File: config.mk
export PLATFORM = sky130hd
export DESIGN_NAME = pdm_demod
export DESIGN_NICKNAME = d
export VERILOG_FILES = /design/src/rtl/pdm_demod.sv
export SDC_FILE = /design/constraint.sdc
export NUM_CORES = 1
export LEC_CHECK = 0
export ABC_CLOCK_PERIOD_IN_PS = 2950
export CORE_MARGIN = 2
export CORE_UTILIZATION = 30
export DETAILED_ROUTE_END_ITERATION = 10
export PLACE_DENSITY_LB_ADDON = 0.05
export SLEW_MARGIN = 30
export SYNTH_ARGS = -nofsm -noshare
export SYNTH_HDL_FRONTEND = slang
export SYNTH_SLANG_ARGS = --single-unit
File: constraint.sdc
create_clock -name clk -period 2.95 [get_ports clk]
set_clock_uncertainty 0.15 [all_clocks]
set_input_delay 0.885 -clock clk [delete_from_list [all_inputs] [get_ports clk]]
set_output_delay 0.885 -clock clk [all_outputs]
set_load 0.05 [all_outputs]
File: src/rtl/pdm_demod.sv
// PDM-to-PCM demodulator: counts ones over a 2^DECIM_LOG2-sample window, scales
// and saturates the count, then smooths it with a 2^AVG_LOG2-window moving average.
module pdm_demod #(
   parameter int unsigned WIDTH      = 10,
   parameter int unsigned DECIM_LOG2 = 10,
   parameter int unsigned AVG_LOG2   = 2
) (
   input  logic             clk,
   input  logic             rst,
   input  logic             en,
   input  logic             din,
   output logic [WIDTH-1:0] dout,
   output logic             valid
);

   localparam int unsigned M    = 1 << AVG_LOG2;
   localparam int unsigned SUMW = WIDTH + AVG_LOG2;
   localparam int unsigned PW   = AVG_LOG2 + 1;
   localparam int unsigned SCW  = ((DECIM_LOG2 >= WIDTH) ? DECIM_LOG2 : WIDTH) + 1;
   localparam int unsigned SHR  = (DECIM_LOG2 >= WIDTH) ? (DECIM_LOG2 - WIDTH) : 0;
   localparam int unsigned SHL  = (DECIM_LOG2 >= WIDTH) ? 0 : (WIDTH - DECIM_LOG2);

   logic [DECIM_LOG2-1:0] wcnt;
   logic [DECIM_LOG2:0]   acc;
   logic [WIDTH-1:0]      raw_q;
   logic                  raw_stb;
   logic [WIDTH-1:0]      hist [M];
   logic [SUMW-1:0]       sum;
   logic                  primed;
   logic [PW-1:0]         pcnt;

   logic [DECIM_LOG2:0]   raw_c;
   logic [SCW-1:0]        scaled_c;
   logic [WIDTH-1:0]      sat_c;
   logic [SUMW-1:0]       sum_next_c;

   // Window total, rescale to WIDTH bits and clamp the all-ones case (N -> 2^WIDTH).
   always_comb begin
      raw_c      = acc + (DECIM_LOG2 + 1)'(din);
      scaled_c   = (SCW'(raw_c) >> SHR) << SHL;
      sat_c      = (|scaled_c[SCW-1:WIDTH]) ? '1 : scaled_c[WIDTH-1:0];
      sum_next_c = sum + SUMW'(raw_q) - SUMW'(hist[M-1]);
   end

   always_ff @(posedge clk) begin
      if (rst) begin
         wcnt    <= '0;
         acc     <= '0;
         raw_q   <= '0;
         raw_stb <= 1'b0;
         for (int i = 0; i < int'(M); i++) hist[i] <= '0;
         sum     <= '0;
         primed  <= 1'b0;
         pcnt    <= '0;
         dout    <= '0;
         valid   <= 1'b0;
      end else begin
         raw_stb <= 1'b0;
         valid   <= 1'b0;

         // Stage 1: decimation window
         if (en) begin
            wcnt <= wcnt + 1'b1;
            if (&wcnt) begin
               acc     <= '0;
               raw_q   <= sat_c;
               raw_stb <= 1'b1;
            end else begin
               acc <= raw_c;
            end
         end

         // Stage 2: moving average; history keeps filling while unprimed
         if (raw_stb) begin
            hist[0] <= raw_q;
            for (int i = 1; i < int'(M); i++) hist[i] <= hist[i-1];
            sum <= sum_next_c;
            if (primed || (pcnt == PW'(M - 1))) begin
               primed <= 1'b1;
               valid  <= 1'b1;
               dout   <= WIDTH'(sum_next_c >> AVG_LOG2);
            end else begin
               pcnt <= pcnt + 1'b1;
            end
         end
      end
   end

endmodule

==> results.md <==
- First-pass GRT wire length: approximately 17000 um
- Sw frac: roughly 22%
- Commonest cells in the netlist: dfxtp_1, nor2_1, inv_1, edfxtp_1, nand2_1
- CTS Hold Buffers Added: 0
- DRC Markers: 0
- Nets@finish: ~540
- Worst-Margin Slew: 720 ps
- Clk pwr share: 42.2%
- Setup violators final: 0
- Post-Layout Cell Count: 731
- Count leader, synth: dfxtp_1
- Die Y: 130 um
- Die W: about 130 um
- CTS tree: yes
- Worst EP arrival: 2930 ps
- P_leak: 0.00210 uW
- Root Buffer: clkbuf_16
- Gr usage total: a little over an eighth
- TritonCTS buffer count: 9
- DR WL/cell: between 10 and 15 um
- Longest Clk Path Bufs: 2
- Worst Path Required: ~3000 ps
- Synth warn: 0
- Ys async rst share: 0%
- Area grow syn2layout: 17.2%
- Fillers: 1695
- Crit. End Element: flip-flop
- Power per cell area: ~480 mW/mm2
- Drt first-iter violations: 90
- IO Count: 15
- Die ar.: approximately 0.017 mm2
- Peak Freq: ~0.35 GHz
- Slew margin rel.: 51.6%
- Combinational share of power: between 4 and 5%
- Startpoint types: flip-flop
- Routed Antenna Nets: 0
- Core Footprint: around 0.016 mm2
- Number of synthesized register bits: 99
- Final critical-path share of the clock period: 96.1%
- Final hold vios: 0
- Largest net degree at the start of global routing: 46
- WL final: around 10000 um
- Crit Path Max Fanout: 4
- Synthesized Nets: between 500 and 600
- Sw Pwr: a little over 600 uW
- Internal Power: 2120 uW
- HP Class: flip-flop to flip-flop
- Yosys top cell by area: edfxtp_1
- Post-synth top area share: between 20% and 30%
- Post-DP HPWL: 7300 um
- Unrepaired setup endpoints after global routing: false
- CTS H-tree depth: 3
- ANT cells: 0
- Number of global-route vias before repair: around 3400
- Initial antenna violation count: 0
- Routability cong.: approximately 0.73
- Placed insts: 714
- Max-cap viol count: 0
- Setup ws final: 115 ps
- Placed cell area: about 0.0053 mm2
- IO Port Bufs: 14
- Reg2Reg Setup Slack: around 110 ps
- VDD IR max: approximately 0.26 mV
- Status: completed
- Initial Util: a little under a third
- Fin area: ~0.0056 mm2
- Row cnt: 46
- Seq/Total Area, Yosys: 49.7%
- Synth area leaders: edfxtp_1, dfxtp_1, and2_1, ha_1, fa_1
- Reg power frac: 53.7%
- Cell Area, Synth: approximately 0.0048 mm2
- Post-Synthesis Cells: between 400 and 500
- Detailed Routing Iterations Pass 1: 4
- Fin util: a little over a third
- CTS sink count: 99
- Vias per cell: 4.47
- Number of synthesized flops with an enable pin: 40
- Layout cell share with drive strength beyond 1: between 10% and 20%
- Worst-path clk slew: 70 ps
- Vias: about 3300
- Critical path class: flip-flop to flip-flop
- Max Slew Vio Count: 0
- Main synth FF type: dfxtp_1
- Worst-skew pair later-pin latency: approximately 350 ps
- Syn Area/Cell: ~10 um2
- GRT Residual Overflow: 0
- Min cycle time layout: around 2800 ps
- Pre-CTS setup slack: -113 ps
- Yosys cell types: 51
## worst paths after layout
| check | from | to | depth (start not counted) |
|---|---|---|---|
| worst max register to register | raw_q[4] | sum[11] | 11 |
| worst max-delay path | raw_q[4] | sum[11] | 11 |
| worst min register to register | dout[1] | dout[1] | 2 |
| worst min-delay path | dout[1] | dout[1] | 2 |
## area by class of cell
type	count	area (um2)	area share (%)
tap	216	270	4.81
timing repair buffer	40	355	6.32
multi-input combinational	314	2160	38.4
inverter	46	173	3.07
clock buffer	13	262	4.65
clock inverter	3	20.0	0.356
sequential	99	2380	42.4
## placed cells by master (no fill, tap or decap), types with 11 or more instances in the layout
master / instances
a21oi_1: 25
and2_1: 35
buf_4: 24
clkdlybuf4s50_1: 13
dfxtp_1: 59
edfxtp_1: 40
ha_1: 17
inv_1: 45
nand2_1: 37
nand3_1: 20
nor2_1: 48
o21ai_0: 11
xnor2_1: 15
## stage by stage
stage | TNS, ps | total power (uW) | hold WS (ps)
floorplan | 0 | 1560 | 296
global placement | -431 | 1610 | 295
detailed placement | -684 | 1610 | 300
CTS | 0 | 2770 | 309
global route | 0 | 2840 | 332
finish | 0 | 2730 | 307
## kinds of logic (layout without fill, tap and decap cells)
family / count (synthesis) / after routing / share of synthesized area (%)
simple gates: 183 / 183 / 19.8
fa+ha+maj: 27 / 27 / 8.61
buf+inv: 67 / 102 / 5.64
compound gates: 72 / 72 / 10.1
mux: 7 / 7 / 1.46
xor+xnor: 25 / 25 / 4.72
flops: 99 / 99 / 49.7
## routing by layer
metal	share of wire [%]	vias to the layer above	track usage, %
li1	-	1677	-
met2	47	20	21.4
met3	1.6	14	2.32
met1	50	1556	17.5
met4	1.8	0	5.07
met5	0	-	0
## power groups by stage
stage | logic [uW] | clock network (uW) | registers, uW
2_1_floorplan | 72.5 | 0 | 1490
3_3_place_gp | 113 | 0 | 1490
3_5_place_dp | 114 | 0 | 1500
4_1_cts | 115 | 1190 | 1460
5_1_grt | 127 | 1240 | 1470
6_report | 112 | 1150 | 1460
## critical path, cell delays in order (launching register included)
cell and delay (ps):
dfxtp_1 340, inv_1 90, fa_1 540, inv_1 40
ha_1 350, a21oi_1 110, o21a_1 190, buf_4 140
and4_4 170, nor4b_4 310, a21oi_1 110, a31o_1 190
## registers in the layout, summed over array words and instances (netlist names)
| register | count |
|---|---|
| primed | 1 |
| dout | 10 |
| raw_q | 10 |
| acc | 11 |
| sum | 12 |
| valid | 1 |
| raw_stb | 1 |
| hist | 40 |
| wcnt | 10 |
| pcnt | 3 |
## repair_timing
item	CTS	global route
pin swaps	0	2
endpoints found under the hold margin	0	0
endpoints found under the setup margin	1	8
buffers inserted	0	1
resized for setup	1	5
Power figures use the tool's default switching activity.
